## src/rtl/ir_fetch_loader_pkg.sv

```systemverilog
// Shared constants and types for the instruction fetch/load front end.
package ir_fetch_loader_pkg;

   localparam int DATA_WIDTH_DEF    = 16;
   localparam int IR_ADDR_WIDTH_DEF = 8;
   localparam int OPCODE_WIDTH_DEF  = 4;
   localparam int STABLE_CYCLES_DEF = 2;
   localparam int CTRL_BUS_DEF      = 2 ** OPCODE_WIDTH_DEF;

   // Locally handled opcodes at the default opcode width: HALT is all ones,
   // JMP is all ones minus one.
   localparam logic [OPCODE_WIDTH_DEF-1:0] OP_HALT = '1;
   localparam logic [OPCODE_WIDTH_DEF-1:0] OP_JMP  = OP_HALT - 1'b1;

   typedef enum logic [1:0] {
      ST_IDLE = 2'd0,
      ST_LOAD = 2'd1,
      ST_RUN  = 2'd2,
      ST_HALT = 2'd3
   } state_t;

endpackage

```

## src/rtl/ir_fetch_loader_stable_filter.sv

```systemverilog
// Host word debounce: a {tag,word} pair is accepted once it has been sampled
// unchanged STABLE_CYCLES times in a row and its tag differs from the tag of
// the previously accepted word.
module stable_filter #(
   parameter int DATA_WIDTH    = 16,
   parameter int STABLE_CYCLES = 2
) (
   input  logic                  clk,
   input  logic                  rst_n,
   input  logic                  clear,
   input  logic                  enable,
   input  logic [DATA_WIDTH-1:0] data_in,
   input  logic                  data_tag,
   output logic                  accept,
   output logic [DATA_WIDTH-1:0] word
);

   // Entry 0 is the newest sample; the tag sits in the top bit.
   logic [DATA_WIDTH:0]       hist_reg [STABLE_CYCLES];
   logic                      last_tag_reg;
   logic [STABLE_CYCLES-2:0]  match;

   genvar gi;
   generate
      for (gi = 1; gi < STABLE_CYCLES; gi++) begin : g_match
         assign match[gi-1] = (hist_reg[gi] == hist_reg[0]);
      end
   endgenerate

   assign word   = hist_reg[0][DATA_WIDTH-1:0];
   assign accept = enable && (&match) && (hist_reg[0][DATA_WIDTH] != last_tag_reg);

   // Sample history shift and last-accepted-tag tracking; clear wipes both.
   always_ff @(posedge clk or negedge rst_n) begin
      if (!rst_n) begin
         for (int i = 0; i < STABLE_CYCLES; i++) hist_reg[i] <= '0;
         last_tag_reg <= 1'b0;
      end else if (clear) begin
         for (int i = 0; i < STABLE_CYCLES; i++) hist_reg[i] <= '0;
         last_tag_reg <= 1'b0;
      end else begin
         hist_reg[0] <= {data_tag, data_in};
         for (int i = 1; i < STABLE_CYCLES; i++) hist_reg[i] <= hist_reg[i-1];
         if (accept) last_tag_reg <= hist_reg[0][DATA_WIDTH];
      end
   end

endmodule

```

## src/rtl/ir_fetch_loader.sv

```systemverilog
// Instruction front end: loads debounced host words into instruction memory,
// then fetches sequentially, decodes the opcode one-hot and handles JMP/HALT.
module ir_fetch_loader
   import ir_fetch_loader_pkg::*;
#(
   parameter int DATA_WIDTH    = DATA_WIDTH_DEF,
   parameter int IR_ADDR_WIDTH = IR_ADDR_WIDTH_DEF,
   parameter int OPCODE_WIDTH  = OPCODE_WIDTH_DEF,
   parameter int STABLE_CYCLES = STABLE_CYCLES_DEF,
   parameter int CTRL_BUS      = 2 ** OPCODE_WIDTH
) (
   input  logic                     clk,
   input  logic                     rst_n,
   input  logic                     init_req,
   input  logic [IR_ADDR_WIDTH-1:0] load_len,
   input  logic [DATA_WIDTH-1:0]    data_in,
   input  logic                     data_tag,
   input  logic [DATA_WIDTH-1:0]    ir,
   input  logic                     stall,
   output logic [IR_ADDR_WIDTH-1:0] irp,
   output logic                     ir_re,
   output logic                     ir_we,
   output logic [DATA_WIDTH-1:0]    ir_wdata,
   output logic                     ir_valid,
   output logic [DATA_WIDTH-1:0]    data_out,
   output logic [CTRL_BUS-1:0]      ctrl_bus,
   output logic                     busy
);

   localparam logic [OPCODE_WIDTH-1:0] OPC_HALT = '1;
   localparam logic [OPCODE_WIDTH-1:0] OPC_JMP  = OPC_HALT - 1'b1;

   state_t                   state_reg, state_next;
   logic [IR_ADDR_WIDTH-1:0] irp_reg, irp_next;
   logic [IR_ADDR_WIDTH:0]   len_reg, len_next;
   logic [IR_ADDR_WIDTH:0]   cnt_reg, cnt_next;
   logic                     fetch_valid_reg, fetch_valid_next;
   logic                     ir_valid_reg, ir_valid_next;
   logic [DATA_WIDTH-1:0]    ir_word_reg, ir_word_next;

   logic                     accept;
   logic [DATA_WIDTH-1:0]    filt_word;
   logic [OPCODE_WIDTH-1:0]  ir_op;
   logic [OPCODE_WIDTH-1:0]  cur_op;

   assign ir_op  = ir[DATA_WIDTH-1 -: OPCODE_WIDTH];
   assign cur_op = ir_word_reg[DATA_WIDTH-1 -: OPCODE_WIDTH];

   stable_filter #(
      .DATA_WIDTH    (DATA_WIDTH),
      .STABLE_CYCLES (STABLE_CYCLES)
   ) u_filter (
      .clk      (clk),
      .rst_n    (rst_n),
      .clear    (init_req),
      .enable   ((state_reg == ST_LOAD) && !init_req),
      .data_in  (data_in),
      .data_tag (data_tag),
      .accept   (accept),
      .word     (filt_word)
   );

   assign irp      = irp_reg;
   assign ir_re    = (state_reg == ST_RUN) && !stall;
   assign ir_we    = accept;
   assign ir_wdata = accept ? filt_word : '0;
   assign ir_valid = ir_valid_reg;
   assign busy     = (state_reg == ST_LOAD);
   assign data_out = {{OPCODE_WIDTH{1'b0}}, ir_word_reg[DATA_WIDTH-OPCODE_WIDTH-1:0]};

   genvar gi;
   generate
      for (gi = 0; gi < CTRL_BUS; gi++) begin : g_decode
         assign ctrl_bus[gi] = ir_valid_reg && (cur_op == OPCODE_WIDTH'(gi));
      end
   endgenerate

   // Next-state and datapath update; init_req overrides everything else.
   always_comb begin
      state_next       = state_reg;
      irp_next         = irp_reg;
      len_next         = len_reg;
      cnt_next         = cnt_reg;
      fetch_valid_next = fetch_valid_reg;
      ir_valid_next    = ir_valid_reg;
      ir_word_next     = ir_word_reg;
      if (init_req) begin
         state_next       = ST_LOAD;
         irp_next         = '0;
         // A zero length means a full memory: the extra top bit encodes it.
         len_next         = {(load_len == '0), load_len};
         cnt_next         = '0;
         fetch_valid_next = 1'b0;
         ir_valid_next    = 1'b0;
      end else begin
         case (state_reg)
            ST_LOAD: begin
               if (accept) begin
                  cnt_next = cnt_reg + 1'b1;
                  if ((cnt_reg + 1'b1) == len_reg) begin
                     state_next       = ST_RUN;
                     irp_next         = '0;
                     fetch_valid_next = 1'b0;
                  end else begin
                     irp_next = irp_reg + 1'b1;
                  end
               end
            end
            ST_RUN: begin
               if (!stall) begin
                  irp_next         = irp_reg + 1'b1;
                  fetch_valid_next = 1'b1;
                  ir_valid_next    = fetch_valid_reg;
                  if (fetch_valid_reg) begin
                     ir_word_next = ir;
                     if (ir_op == OPC_JMP) begin
                        // The read issued this cycle is stale: drop it.
                        irp_next         = ir[IR_ADDR_WIDTH-1:0];
                        fetch_valid_next = 1'b0;
                     end else if (ir_op == OPC_HALT) begin
                        state_next       = ST_HALT;
                        fetch_valid_next = 1'b0;
                     end
                  end
               end
            end
            ST_HALT: ir_valid_next = 1'b0;
            default: ;
         endcase
      end
   end

   // State and datapath registers.
   always_ff @(posedge clk or negedge rst_n) begin
      if (!rst_n) begin
         state_reg       <= ST_IDLE;
         irp_reg         <= '0;
         len_reg         <= '0;
         cnt_reg         <= '0;
         fetch_valid_reg <= 1'b0;
         ir_valid_reg    <= 1'b0;
         ir_word_reg     <= '0;
      end else begin
         state_reg       <= state_next;
         irp_reg         <= irp_next;
         len_reg         <= len_next;
         cnt_reg         <= cnt_next;
         fetch_valid_reg <= fetch_valid_next;
         ir_valid_reg    <= ir_valid_next;
         ir_word_reg     <= ir_word_next;
      end
   end

endmodule

```

## config.mk

```make
export PLATFORM = sky130hd
export DESIGN_NAME = ir_fetch_loader
export DESIGN_NICKNAME = d
export VERILOG_FILES = /design/src/rtl/ir_fetch_loader_pkg.sv /design/src/rtl/ir_fetch_loader_stable_filter.sv /design/src/rtl/ir_fetch_loader.sv
export SDC_FILE = /design/constraint.sdc
export NUM_CORES = 1
export LEC_CHECK = 0
export CORE_MARGIN = 2
export CORE_UTILIZATION = 45
export CTS_CLUSTER_SIZE = 24
export DETAILED_ROUTE_END_ITERATION = 10
export PLACE_DENSITY = 0.76
export SYNTH_ARGS = -nofsm -noshare
export SYNTH_HDL_FRONTEND = slang
export SYNTH_SLANG_ARGS = --single-unit
```

## constraint.sdc

```tcl
create_clock -name clk -period 2.45 [get_ports clk]
set_input_delay 0.245 -clock clk [delete_from_list [all_inputs] [get_ports clk]]
set_output_delay 0.245 -clock clk [all_outputs]
set_load 0.05 [all_outputs]
```

# --- Word-level counts from Yosys, hierarchy flattened ---
# Index checks and enable logic that the tools add are counted.
op_classes:
  n_mux: 33
  n_eq_ne: 29
  reduce_logical: 34
  bitwise: 2
  n_addsub: 2
ops:
  columns: ["cell", "count"]
  rows:
  - ["$mux 8", 6]
  - ["$eq 4x4->1 const B", 10]
  - ["$mux 34", 1]
  - ["$mux 9", 3]
  - ["$logic_and 1x1->1", 20]
  - ["$eq 17x17->1", 1]
  - ["$eq 4x3->1 const B", 4]
  - ["$mux 16", 1]
  - ["$pmux 8 s2", 1]
  - ["$mux 2", 7]
  - ["$mux 1", 11]
  - ["$add 9x1->9 const B", 1]
  - ["$eq 9x9->1", 1]
  - ["$ne 3x2->1 const B", 3]
  - ["$ne 3x3->1 const B", 3]
  - ["$add 8x1->8 const B", 1]
  - ["$eq 4x2->1 const B", 2]
  - ["$logic_not 8->1", 1]
  - ["$reduce_and 4->1", 2]
  - ["$reduce_and 7->1", 1]
  - ["$reduce_bool 3->1", 2]
  - ["$eq 2x2->1 const B", 2]
  - ["$eq 4x1->1 const B", 1]
  - ["$logic_not 4->1", 1]
  - ["other kinds (9)", 14]
totals:
  out_inout_bits: 60
  ff_bits: 81

# --- Logic depth before layout (Yosys ltp) ---
logic_depth:
  ltp_word: 7
  depth_mapped: 10
  mapped_depth_nobuf: 8

# --- Hierarchy ---
# Synthesis repeated with hierarchy kept, for this count alone.
hier_totals:
  hier_cells: 438
  area_unflattened_um2: 4436.8
modules_own_cells:
  columns: ["mod", "seq_area_each_um2", "cells_each", "instances", "area_per_inst_um2"]
  rows:
  - ["ir_fetch_loader", 1151.1, 323, 1, 2986.6]
  - ["stable_filter", 875.8, 115, 1, 1450.1]

# --- Worst setup path after synthesis ---
# OpenSTA, ideal clock, no wires.
synth_timing:
  path_kind: "register -> output"
  start: "register ir_valid_reg, in the netlist ir_valid"
  end: "output port ctrl_bus[0]"
  path_buffers: 0
  arrival_time_ns: 2.269
  path_slack_ns: -0.064
  required_ns: 2.205
  stages_incl_launch_ff: 3
  path_cell_list: "dfrtp_1 > or3b_2 > nor3_1"
synth_between:
  elab_chain_cells: 1
synth_lines:
  columns: ["element", "line", "source"]
  rows:
  - ["start: declaration", "ir_fetch_loader.sv:38", "logic ir_valid_reg, ir_valid_next;"]
  - ["start signal: assignment", "ir_fetch_loader.sv:149", "ir_valid_reg <= ir_valid_next;"]
  - ["$logic_and 1x1->1", "ir_fetch_loader.sv:74", "assign ctrl_bus[gi] = ir_valid_reg && (cur_op == OPCODE_WIDTH'(gi));"]
  - ["end: declaration", "ir_fetch_loader.sv:26", "output logic [CTRL_BUS-1:0] ctrl_bus,"]
# No other way between the ends.

# --- Worst setup path after layout ---
layout_timing:
  start: "register u_filter.hist_reg (netlist bit u_filter.word[9])"
  end: "output port ir_wdata[13]"
layout_between:
  elab_chain_cells: 4
layout_lines:
  columns: ["element", "line", "source"]
  rows:
  - ["start: declaration", "ir_fetch_loader_stable_filter.sv:19", "logic [DATA_WIDTH:0] hist_reg [STABLE_CYCLES];"]
  - ["$eq 17x17->1", "ir_fetch_loader_stable_filter.sv:26", "assign match[gi-1] = (hist_reg[gi] == hist_reg[0]);"]
  - ["$logic_and 1x1->1 (2 in a row)", "ir_fetch_loader_stable_filter.sv:31", "assign accept = enable && (&match) && (hist_reg[0][DATA_WIDTH] != last_tag_reg);"]
  - ["$mux 16", "ir_fetch_loader.sv:66", "assign ir_wdata = accept ? filt_word : '0;"]
  - ["end: declaration", "ir_fetch_loader.sv:23", "output logic [DATA_WIDTH-1:0] ir_wdata,"]
# No other way between the ends.

==> key figures <==
Clock tree
  – Reg clk slew, reported paths: 0.08 ns
  – Clock root buffer: clkbuf_8
  – Clock buffer depth: 2
  – H-Tree Depth: 3
  – CTS tree: yes
  – CTS Buf Count: 9
  – Worst skew pair latency: 0.35 ns
  – Clock sink total: 81

Logic synthesis
  – Number of flops mapped to enable cells by yosys: 0
  – Synthesized area per cell: 10.2 sq um
  – Post-Synthesis Cells: 408
  – Synthesized flop and latch total: 81
  – Synth top area cells: dfrtp_1 (49%), mux2_2 (6.2%), nor2b_1 (5.4%), xor2_1 (3.8%), o21ai_0 (3.3%)
  – Synth async-reset ratio: 1.00
  – Warnings, synthesis: 0
  – Sequential-to-total area share from yosys stat: 0.488
  – Area leader, netlist: dfrtp_1
  – Syn Std Cell Area: 4160 sq um
  – Share of the synthesized area in the top cell type: 0.488
  – Ys flop type: dfrtp_1
  – Post-synthesis cell type count: 54

Final layout
  – P&R area growth vs syn: 35.3%
  – Core Util, Final: 0.618
  – Final instance area: 5630 sq um
  – Post-Layout Cell Count: 617
  – Ratio of cells with drive above 1 in the final layout: 0.172
  – NumNets Final: 548
  – Fillers: 736
  – Flip-flop count of the largest register after layout: 18
  – ANT cells: 0

Power
  – Pleak: 2.52 nW
  – Sw Share: 0.253
  – Register share of total power: 0.491
  – Psw: 749 uW
  – Power per cell area: 526 nW/um^2
  – Combinational Power Share: 0.133
  – Clock Power Share: 0.376
  – Peak VDD IR: 0.000408 V
  – Int Power: 2.21 mW
  – Total power: 2.96 mW

Die
  – # rows: 35
  – Initial Util: 0.456
  – Die area: 10000 sq um
  – Total I/O pin count: 105
  – Core ar.: 9110 sq um
  – Die extent in y: 100 um
  – Die W: 100 um

Routing
  – Vias per cell: 5.36
  – Total wire length: 9390 um
  – First DRT Iteration DRCs: 129
  – DRC violations left: 0
  – Detail Route Antenna Nets: 0
  – WL/cell: 15.2 um
  – Drt pass-1 iters: 5
  – Vias: 3307

STA
  – Slew Limit Fails: 0
  – Setup ws final: 0.134 ns
  – Final hold violation count: 0
  – Crit share post-route: 0.945
  – Clock period minus worst slack: 2.32 ns
  – Fmax: 0.432 GHz
  – Fin Hold WS: 0.313 ns
  – Final clock skew: 0.00733 ns
  – Worst-Margin Slew: 0.624 ns
  – Setup TNS: 0 ns
  – RSZ-0062 raised after global routing: no
  – Relative max-transition margin: 0.583
  – Endpoints failing setup: 0

Place
  – IO buf count: 100
  – Inst Count DP: 598
  – Post-DP Area: 5340 sq um
  – Hpwl dp: 6790 um
  – Worst slack at placement: 0.101 ns
  – Placer Congestion: 0.849

Global routing
  – Vias in the first global route: 3162
  – Initial antenna violation count: 0
  – Pin count of the biggest net entering global routing: 52
  – Overflow after GRT: 0
  – First-pass GRT wire length: 15600 um
  – Tot GR Track Use: 0.196

Status
  – Status: finished, final reports clean

Critical path
  – FF-to-FF setup slack: 0.21 ns
  – Req. time, crit path: 2.20 ns
  – Crit end category: output pin
  – Worst EP arrival: 2.07 ns
  – Worst Setup Start Kind: flop
  – Crit path max fanout: 13
  – CP Class: flop to output pin

Run
  – Max Cap Viol: 0

Min path
  – HP Class: input pin to flop
power by group through the flow:
| stage | registers, mW | logic (mW) | clock network, mW |
|---|---|---|---|
| 5_1_grt | 1.46 | 0.427 | 1.20 |
| 2_1_floorplan | 1.52 | 0.172 | 0 |
| 3_5_place_dp | 1.48 | 0.388 | 0 |
| 6_report | 1.45 | 0.393 | 1.11 |
| 4_1_cts | 1.45 | 0.393 | 1.13 |
| 3_3_place_gp | 1.48 | 0.382 | 0 |
path summary, 6_finish.rpt:
| path | depth (start not counted) | endpoint | startpoint |
|---|---|---|---|
| min | 3 | state_reg[1]$_DFFE_PN0P_ | init_req |
| max reg2reg | 8 | irp[2]$_DFFE_PN0P_ | cnt_reg[2]$_DFFE_PN0P_ |
| min reg2reg | 1 | cnt_reg[8]$_DFFE_PN0P_ | cnt_reg[8]$_DFFE_PN0P_ |
| min in group asynchronous | 2 | u_filter.word[1]$_DFF_PN0_ | rst_n |
| max in group asynchronous | 3 | u_filter.hist_reg[12]$_DFF_PN0_ | rst_n |
| max | 6 | ir_wdata[13] | u_filter.word[9]$_DFF_PN0_ |
final cells by class:
cell class	instances	area, sq um	area share
clock inverter	4	73.8	0.0131
clock buffer	12	155	0.0276
timing repair buffer	111	1260	0.223
inverter	7	28.8	0.00512
tap	111	139	0.0247
multi-input combinational	291	1950	0.346
sequential	81	2030	0.360
synthesized netlist by cell type (all sizes together), types with 2 or more instances:
| master | number |
|---|---|
| clkbuf | 10 |
| and3 | 21 |
| nand4 | 8 |
| a21oi | 8 |
| o31ai | 4 |
| nand3 | 9 |
| nor2b | 36 |
| a211oi | 4 |
| or3 | 2 |
| o21ai | 28 |
| nor3 | 5 |
| dfrtp | 81 |
| ha | 2 |
| nand3b | 3 |
| nor2 | 36 |
| xor2 | 18 |
| xnor2 | 15 |
| a22oi | 2 |
| nor4 | 6 |
| nand2b | 6 |
| o221a | 2 |
| inv | 7 |
| mux2 | 23 |
| and4 | 4 |
| buf | 22 |
| nor3b | 2 |
| o22ai | 2 |
| nand2 | 27 |
| a21o | 2 |
per-layer routing:
metal	GRT usage	routed length [um]	up-vias
li1	-	-	1584
met1	0.269	4180	1589
met2	0.315	4530	120
met3	0.0327	523	14
met4	0.0738	157	0
met5	0	0	-
critical path, cell delays in order (launching register included):
cell	delay [ns]
dfrtp_1	0.40
xor2_1	0.18
nor4_2	0.33
and4_4	0.27
buf_4	0.17
and3_1	0.23
buf_12	0.15
layout by cell type (no fill, tap or decap), types with 4 or more instances in the layout:
master and instances:
dfrtp_1 81, clkdlybuf4s50_1 76, nor2b_1 36, nor2_1 35
o21ai_0 27, nand2_1 25, mux2_2 23, and3_1 21
buf_12 18, xor2_1 17, xnor2_1 15, clkbuf_8 11
buf_4 11, nand3_1 9, nand4_1 8, a21oi_1 8
nand2b_1 6, inv_1 6, nor4_1 4, nor3_1 4
o31ai_1 4, conb_1 4
logic make-up after synthesis:
group,count (synthesis),share of synthesized area
buffers and inverters,39,0.0551
adder cells (fa/ha/maj),2,0.00602
multiplexers,23,0.0623
other,1,0.000902
AND/OR/NAND/NOR,168,0.224
AO/OA/AOI/OAI,61,0.0942
XOR/XNOR,33,0.0695
flip-flops,81,0.488
repair_timing:
action                                 4_1_cts  5_1_grt
hold buffers                                 1        0
pin swaps                                    1        3
setup buffers                                1        1
resized for setup                            6        4
endpoints found under the hold margin       36        0
setup endpoints to repair                   17       26
Note: power is estimated with default switching activity, not from simulation.
